**config.mk**
```make
export PLATFORM = sky130hd
export DESIGN_NAME = lifo_arbiter
export DESIGN_NICKNAME = d
export VERILOG_FILES = /design/src/rtl/lifo_arbiter.sv
export SDC_FILE = /design/constraint.sdc
export NUM_CORES = 1
export LEC_CHECK = 0
export ABC_AREA = 1
export BUFFER_PORTS_ARGS = -buffer_cell sky130_fd_sc_hd__buf_4
export CORE_MARGIN = 3
export CORE_UTILIZATION = 37
export CTS_BUF_LIST = sky130_fd_sc_hd__clkbuf_4
export DETAILED_ROUTE_END_ITERATION = 7
export PLACE_DENSITY = 0.91
export REMOVE_ABC_BUFFERS = 1
export SYNTH_ARGS = -nofsm -noshare
export SYNTH_HDL_FRONTEND = slang
export SYNTH_SLANG_ARGS = --single-unit
```
**constraint.sdc**
```tcl
create_clock -name clk_i -period 3.1 [get_ports clk_i]
set_clock_uncertainty 0.2 [all_clocks]
set_input_delay 0.62 -clock clk_i [delete_from_list [all_inputs] [get_ports clk_i]]
set_output_delay 0.62 -clock clk_i [all_outputs]
set_load 0.02 [all_outputs]
```
**src/rtl/lifo_arbiter.sv**
```systemverilog
// Round-robin arbiter sharing one LIFO between NUM_CLIENTS push/pop requesters.
// Keeps its own occupancy count so grants never overflow or underflow the LIFO.
module lifo_arbiter #(
    parameter int unsigned NUM_CLIENTS = 2,
    parameter int unsigned DWIDTH      = 16,
    parameter int unsigned AWIDTH      = 8
) (
    input  logic                          clk_i,
    input  logic                          arst_i,
    input  logic [NUM_CLIENTS-1:0]        req_i,
    input  logic [NUM_CLIENTS-1:0]        op_i,
    input  logic [NUM_CLIENTS*DWIDTH-1:0] wdata_i,
    output logic [NUM_CLIENTS-1:0]        gnt_o,
    output logic [NUM_CLIENTS-1:0]        rsp_valid_o,
    output logic [DWIDTH-1:0]             rsp_data_o,
    output logic                          lifo_wrreq_o,
    output logic [DWIDTH-1:0]             lifo_data_o,
    output logic                          lifo_rdreq_o,
    input  logic [DWIDTH-1:0]             lifo_q_i,
    output logic [AWIDTH:0]               usedw_o,
    output logic                          full_o,
    output logic                          empty_o
);

    localparam int unsigned PtrW = (NUM_CLIENTS > 1) ? $clog2(NUM_CLIENTS) : 1;
    localparam logic [AWIDTH:0] DepthC = {1'b1, {AWIDTH{1'b0}}};

    logic [AWIDTH:0]        count_q, count_d;
    logic [PtrW-1:0]        rr_q, rr_d;
    logic                   pend_q, pend_d;
    logic [PtrW-1:0]        pend_idx_q, pend_idx_d;

    logic [NUM_CLIENTS-1:0] eligible;
    logic                   gnt_any;
    logic [PtrW-1:0]        gnt_idx;
    logic                   gnt_pop;
    int unsigned            cand;

    // Reset gating keeps grants and LIFO strobes quiet while arst_i is held.
    always_comb begin
        for (int k = 0; k < NUM_CLIENTS; k++) begin
            eligible[k] = !arst_i && req_i[k] &&
                          (op_i[k] ? (count_q != '0) : (count_q != DepthC));
        end
    end

    // First eligible client at or after the round-robin pointer, wrapping.
    always_comb begin
        gnt_any = 1'b0;
        gnt_idx = '0;
        cand    = 0;
        for (int i = 0; i < NUM_CLIENTS; i++) begin
            cand = (int'(rr_q) + i) % NUM_CLIENTS;
            if (!gnt_any && eligible[cand]) begin
                gnt_any = 1'b1;
                gnt_idx = PtrW'(cand);
            end
        end
    end

    always_comb begin
        gnt_pop = gnt_any && op_i[gnt_idx];
        for (int k = 0; k < NUM_CLIENTS; k++) begin
            gnt_o[k] = gnt_any && (gnt_idx == PtrW'(k));
        end
        lifo_wrreq_o = gnt_any && !op_i[gnt_idx];
        lifo_rdreq_o = gnt_pop;
        lifo_data_o  = lifo_wrreq_o ? wdata_i[gnt_idx*DWIDTH +: DWIDTH] : '0;
    end

    always_comb begin
        count_d    = count_q;
        rr_d       = rr_q;
        pend_d     = 1'b0;
        pend_idx_d = pend_idx_q;
        if (gnt_any) begin
            rr_d = PtrW'((int'(gnt_idx) + 1) % NUM_CLIENTS);
            if (gnt_pop) begin
                count_d    = count_q - 1'b1;
                pend_d     = 1'b1;
                pend_idx_d = gnt_idx;
            end else begin
                count_d = count_q + 1'b1;
            end
        end
    end

    always_ff @(posedge clk_i or posedge arst_i) begin
        if (arst_i) begin
            count_q    <= '0;
            rr_q       <= '0;
            pend_q     <= 1'b0;
            pend_idx_q <= '0;
        end else begin
            count_q    <= count_d;
            rr_q       <= rr_d;
            pend_q     <= pend_d;
            pend_idx_q <= pend_idx_d;
        end
    end

    always_comb begin
        for (int k = 0; k < NUM_CLIENTS; k++) begin
            rsp_valid_o[k] = pend_q && (pend_idx_q == PtrW'(k));
        end
        rsp_data_o = pend_q ? lifo_q_i : '0;
        usedw_o    = count_q;
        full_o     = (count_q == DepthC);
        empty_o    = (count_q == '0);
    end

endmodule

```
==> out/metrics.csv, run 1 <==
metric;value;unit
hold_viol;0;
nets;388;
worst_path_max_delay_cell;dfrtp_1;
drv_slew;0;
worstPathMaxFanout;18;
clkSinkCount;12;
synth_compound_area_share;16.59;%
ys_ff_latch;12;
antenna_cells;0;
outcome;finished clean;
place_area;0.002217;sq mm
viasPerCell;4.854;
yosysWarningCount;0;
hold_slack;194.8;ps
synth_top_cell_area_share;22.75;%
cts-root-buf;clkbuf_4;
fp.dieW;65.73;um
ant_nets;0;
start_util;38.94;%
drive_above_1_share;49.07;%
postLayoutCellArea;0.002365;sq mm
core;0.003390;sq mm
htree_levels;1;
synth_top_family_by_area;simple AND/OR/NAND/NOR gates;
drtIter0Drc;95;
synth_xor_area_share;4.645;%
tightest_slew;531.3;ps
clk_latency;270;ps
syn_area_per_cell;6.346;sq um
grtUsageTotal;18.76;%
finalCriticalPeriod;2966;ps
synth-simple-area-share;34.98;%
hold_path_class;input port to asynchronous set/reset pin;
dieHeight;65.73;um
muxShareOfSynthArea;0;%
routed_wl;4.775;mm
final_cells;370;
crit_type;flip-flop to primary output;
gr-total-overflow;0;
worst-path-buf-inv;3;
timing.fmax;0.3371;GHz
synthCells;208;
cts_tree;done;
drc_errors;0;
grt_pass1_wl;6.492;mm
antenna_found_initial;0;
globalplace.congestion;0.9220;
syn_area;0.001320;sq mm
p_leak;1.382;nW
portBuffers;102;
area_growth;79.15;%
wl_per_cell;12.91;um
synth-adder-area-share;8.152;%
synth-seq-area-share;22.75;%
holdBufCountCts;0;
critPathArrivalTime;2150;ps
path_common_cell;buf_4;
grt_pass1_vias;1485;
cts_made_buffers;3;
slew_headroom;64.54;%
critical_path.top_delay_family;simple AND/OR/NAND/NOR gates;
vdd_drop_max;0.0005619;V
io_pins;103;
synth_cell_types;28;
crit_start;usedw_o[4];
required;2280;ps
critPathLaunchType;flip-flop;
hpwl;3.460;mm
endpoint_kind;primary output;
reg2reg_from;usedw_o[4];
post-route-period-util;95.69;%
critPathMaxStageDelay;400;ps
cts_buffer_depth;2;
layout_common_cells;buf_4 (118), nand2_1 (73), inv_1 (31);
place_inst;365;
grt_max_degree;19;
clk_pin_slew;80;ps
yosysTopAreaCell;dfrtp_1;
p_per_area;592.1;mW/mm^2
rows;21;
synthTopCellsByArea;dfrtp_1 (23%), nand2_1 (21%), inv_1 (9.1%);
cp_cell_sequence;nor2_2 -> nand2_2 -> nor2_4 -> nand3_2 -> nand4_4 -> nand2_4 -> buf_4 -> inv_8 -> nand2_1 -> a21oi_2 -> buf_4;
first_pass_iters;4;
maxCapViolCount;0;
mostFrequentLayoutCell;buf_4;
dieArea;0.004320;sq mm
setup_viol;0;
vias;1796;
[stage by stage]
step | power, mW | setup slack [ps] | TNS (ps) | utilization, %
floorplan | 0.7944 | -102.8 | -133.2 | -
global route | 1.510 | -43.36 | -57.38 | 69.77
detailed placement | 1.189 | -74.24 | -203.7 | 65.41
CTS | 1.309 | 7.897 | 0 | 66.48
global placement | 1.164 | 56.72 | 0 | 65.41
finish | 1.400 | 133.5 | 0 | 69.77
[report_power, final]
part	internal [mW]	leakage, nW	switching, mW
logic	0.456	1.22	0.570
registers	0.222	0.148	0.0529
clock network	0.0450	0.0138	0.0549
[flip-flops by register name, indices dropped and copies added, names as in the netlist]
signal,count
usedw_o,9
rr_q,1
pend_idx_q,1
pend_q,1
[per-layer routing]
metal / part of all wire [%] / wire length, um / global-route usage [%]
met1: 38 / 1836 / 24.16
met2: 52 / 2488 / 30.66
met3: 8.0 / 383 / 4.957
met4: 1.4 / 66 / 5.181
met5: 0 / 0 / 0
[cell usage after synthesis]
cell / instances
a21o_1: 2
a21oi_1: 15
a21oi_2: 9
buf_2: 1
buf_4: 2
buf_6: 1
clkbuf_1: 2
dfrtp_1: 12
fa_1: 1
ha_1: 7
inv_1: 32
inv_2: 3
nand2_1: 75
nand2_2: 1
nand2_4: 2
nand3_1: 10
nand3_4: 1
nand4_1: 2
nand4_2: 1
nor2_1: 8
nor2_2: 3
nor3_1: 2
o211ai_1: 1
o21ai_0: 2
o21ai_1: 5
o31ai_1: 1
xnor2_1: 3
xor2_1: 4
[worst reg2reg max path: cells and delay by family (launching register included)]
kind | cells | cell delay [ps]
AND/OR/NAND/NOR | 15 | 1430
AO/OA/AOI/OAI | 1 | 150
buffers and inverters | 2 | 230
adder cells (fa/ha/maj) | 1 | 410
flip-flops | 1 | 400
[cells by family (layout without fill, tap and decap cells)]
kind of cell	count (synthesis)	in the layout
buffers and inverters	41	156
and+or+nand+nor	105	106
AOI/OAI and AO/OA	35	35
DFF	12	12
adders and majority gates	8	8
xor gates and xnor gates	7	7
[layout make-up]
type	instances	area (sq um)
Inverter	35	141.4
Sequential cell	12	300.3
Timing Repair Buffer	118	885.9
Tap cell	46	57.56
Clock buffer	3	22.52
Fill cell	256	1025
Multi-Input combinational cell	156	957.2
[repair_timing]
action                                  CTS  global route
pin swaps                                 0             3
cloned                                    0             1
setup buffers                             0             1
hold endpoints to repair                  0             0
endpoints found under the setup margin   19            22
resized for setup                         5            19
[final timing paths]
check | cells after the start | slack [ps] | endpoint
max | 11 | 130 | lifo_data_o[8]
min | 2 | 190 | rr_q
max reg2reg | 19 | 170 | usedw_o[8]
min reg2reg | 2 | 330 | pend_idx_q
max in group asynchronous | 2 | 2150 | usedw_o[6]
min in group clk_i | 2 | 330 | pend_idx_q
Note: power is estimated with default switching activity, not from simulation.
==> run 2, diff against run 1 <==
--- a/config.mk
+++ b/config.mk
@@ -7,8 +7,10 @@
 export LEC_CHECK = 0
 export ABC_AREA = 1
 export BUFFER_PORTS_ARGS = -buffer_cell sky130_fd_sc_hd__buf_4
+export CELL_PAD_IN_SITES_DETAIL_PLACEMENT = 1
+export CELL_PAD_IN_SITES_GLOBAL_PLACEMENT = 2
 export CORE_MARGIN = 3
-export CORE_UTILIZATION = 37
+export CORE_UTILIZATION = 17
 export CTS_BUF_LIST = sky130_fd_sc_hd__clkbuf_4
 export DETAILED_ROUTE_END_ITERATION = 7
 export PLACE_DENSITY = 0.91
==> run 2 against run 1 <==
Net effect:
- the run now ends with negative setup slack left
- sequential share of layout area decreased by 1.7 points
- cell area increased by 16%
- final cell count increased by 19%
- clock power increased by 10%
- core utilization decreased by 33 points
- power increased by 16%
- first-iteration DRC count decreased by 57%
- non-clock buffer count increased by 14
- clock-buffer cell count unchanged
- critical path depth increased by 2
- combinational power increased by 20%
- sequential power about the same
- highest routed layer unchanged
==> out/metrics.csv, run 2 (synthesis results as in run 1) <==
metric;value;unit
wl_per_cell;13.68;um
required;2280;ps
cts-root-buf;clkbuf_4;
clkSinkCount;12;
drtIter0Drc;41;
wl_met2;3.212;mm
cts_tree;done;
cts_made_buffers;3;
hold_viol;0;
start_util;17.82;%
drv_slew;0;
slew_headroom;63.94;%
clk_latency;290;ps
viasPerCell;4.235;
wl_met1;2.365;mm
rsz0062_at_grt;true;
htree_levels;1;
endpoint_kind;primary output;
rows;31;
vias;1859;
drive_above_1_share;56.76;%
io_pins;103;
mostFrequentLayoutCell;buf_4;
portBuffers;102;
holdBufCountCts;0;
hpwl;4.518;mm
place_area;0.002321;sq mm
hold_path_class;input port to asynchronous set/reset pin;
dieArea;0.008859;sq mm
setup_ws;-32.96;ps
largest_reg_flops;9;
met3_length;399;um
area_growth;106.9;%
post-route-period-util;101.1;%
grt_pass1_wl;8.866;mm
critPathArrivalTime;2310;ps
p_per_area;596.1;mW/mm^2
regArea;301.5;sq um
outcome;finished, violations left;
critPathLaunchType;flip-flop;
dieHeight;94.12;um
postLayoutCellArea;0.002731;sq mm
grtUsageTotal;12.23;%
first_pass_iters;4;
routed_wl;6.005;mm
crit_type;flip-flop to primary output;
fp.dieW;94.12;um
n_fill_cell;946;
tightest_slew;540.3;ps
finalCriticalPeriod;3133;ps
setup_viol;2;
nets;403;
drc_errors;0;
antenna_found_initial;0;
grt_pass1_vias;1929;
vdd_drop_max;0.0003388;V
timing.fmax;0.3192;GHz
antenna_cells;0;
cts_buffer_depth;2;
worstPathMaxFanout;6;
ant_nets;0;
multi_input_area;0.001115;sq mm
globalplace.congestion;0.8413;
gr-total-overflow;0;
grt_max_degree;19;
clk_pin_slew;100;ps
p_leak;1.477;nW
violations;negative setup slack;
dr.max_layer_used;met4;
ff2ff_setup_slack;0;ps
p_total;1.628;mW
layout_common_cells;buf_4 (126), nand2_1 (69), inv_1 (28);
core;0.007408;sq mm
maxCapViolCount;0;
## run 2: cell types whose count changed in the layout (fill, tap and decap cells not counted), sizes merged
cell,previous run,this run
nand3,12,13
clkinv,0,2
buf,118,132
inv,35,33
clkinvlp,0,1
## run 2: per-layer routing
metal  GRT usage, %  up-vias
li1               -      919
met1          14.94      876
met2          22.59       60
met3          2.885        4
met4         0.7220        0
met5              0        -
## run 2: timing repair
| item | CTS | global route |
|---|---|---|
| cloned | 0 | 2 |
| pin swaps | 9 | 21 |
| setup endpoints to repair | 21 | 25 |
| setup buffers | 6 | 5 |
| resized for setup | 31 | 33 |
## run 2: per-stage QoR
step / hold WS (ps) / setup slack [ps] / cells / util (%) / TNS [ps]
floorplan: 263.3 / -102.8 / 202 / - / -133.2
global placement: 280.1 / -20.97 / 423 / 31.33 / -33.55
detailed placement: 295.1 / -156.4 / 423 / 31.33 / -393.1
CTS: 206.9 / 7.980 / 433 / 34.25 / 0
global route: 222.1 / -146.0 / 439 / 36.87 / -930.4
finish: 176.4 / -32.96 / 439 / 36.87 / -35.60
## run 2: power by group
group          internal [mW]  switching, mW
Clock                 0.0468         0.0636
Sequential             0.223         0.0550
Combinational          0.570          0.670
Total                  0.840          0.788
## run 2: final cells by class
| class | count | share of cell area (%) |
|---|---|---|
| Inverter | 35 | 5.405 |
| Tap cell | 99 | 4.535 |
| Clock buffer | 3 | 0.8246 |
| Sequential cell | 12 | 11.04 |
| Multi-Input combinational cell | 157 | 40.82 |
| Timing Repair Buffer | 132 | 37.24 |
| Clock inverter | 1 | 0.1374 |
## run 2: final timing paths
kind	start	end	cells past startpoint
hold / removal	arst_i	rr_q	2
setup reg to reg	usedw_o[4]	usedw_o[8]	19
min in group clk_i	pend_idx_q	pend_idx_q	2
setup / recovery	usedw_o[4]	lifo_rdreq_o	13
max in group asynchronous	arst_i	usedw_o[8]	2
hold reg to reg	pend_idx_q	pend_idx_q	2
## run 2: worst max-delay path: stages (launching register included)
cell        delay [ps]
dfrtp_1            410
nor2_2             160
nand2_2             90
nor2_4             210
nand3_1            120
nand2_1            130
nor2_4              70
nand3_2             70
nand2_2             70
nand2_4             70
clkinvlp_4         180
buf_6              200
buf_6              110
buf_6              120
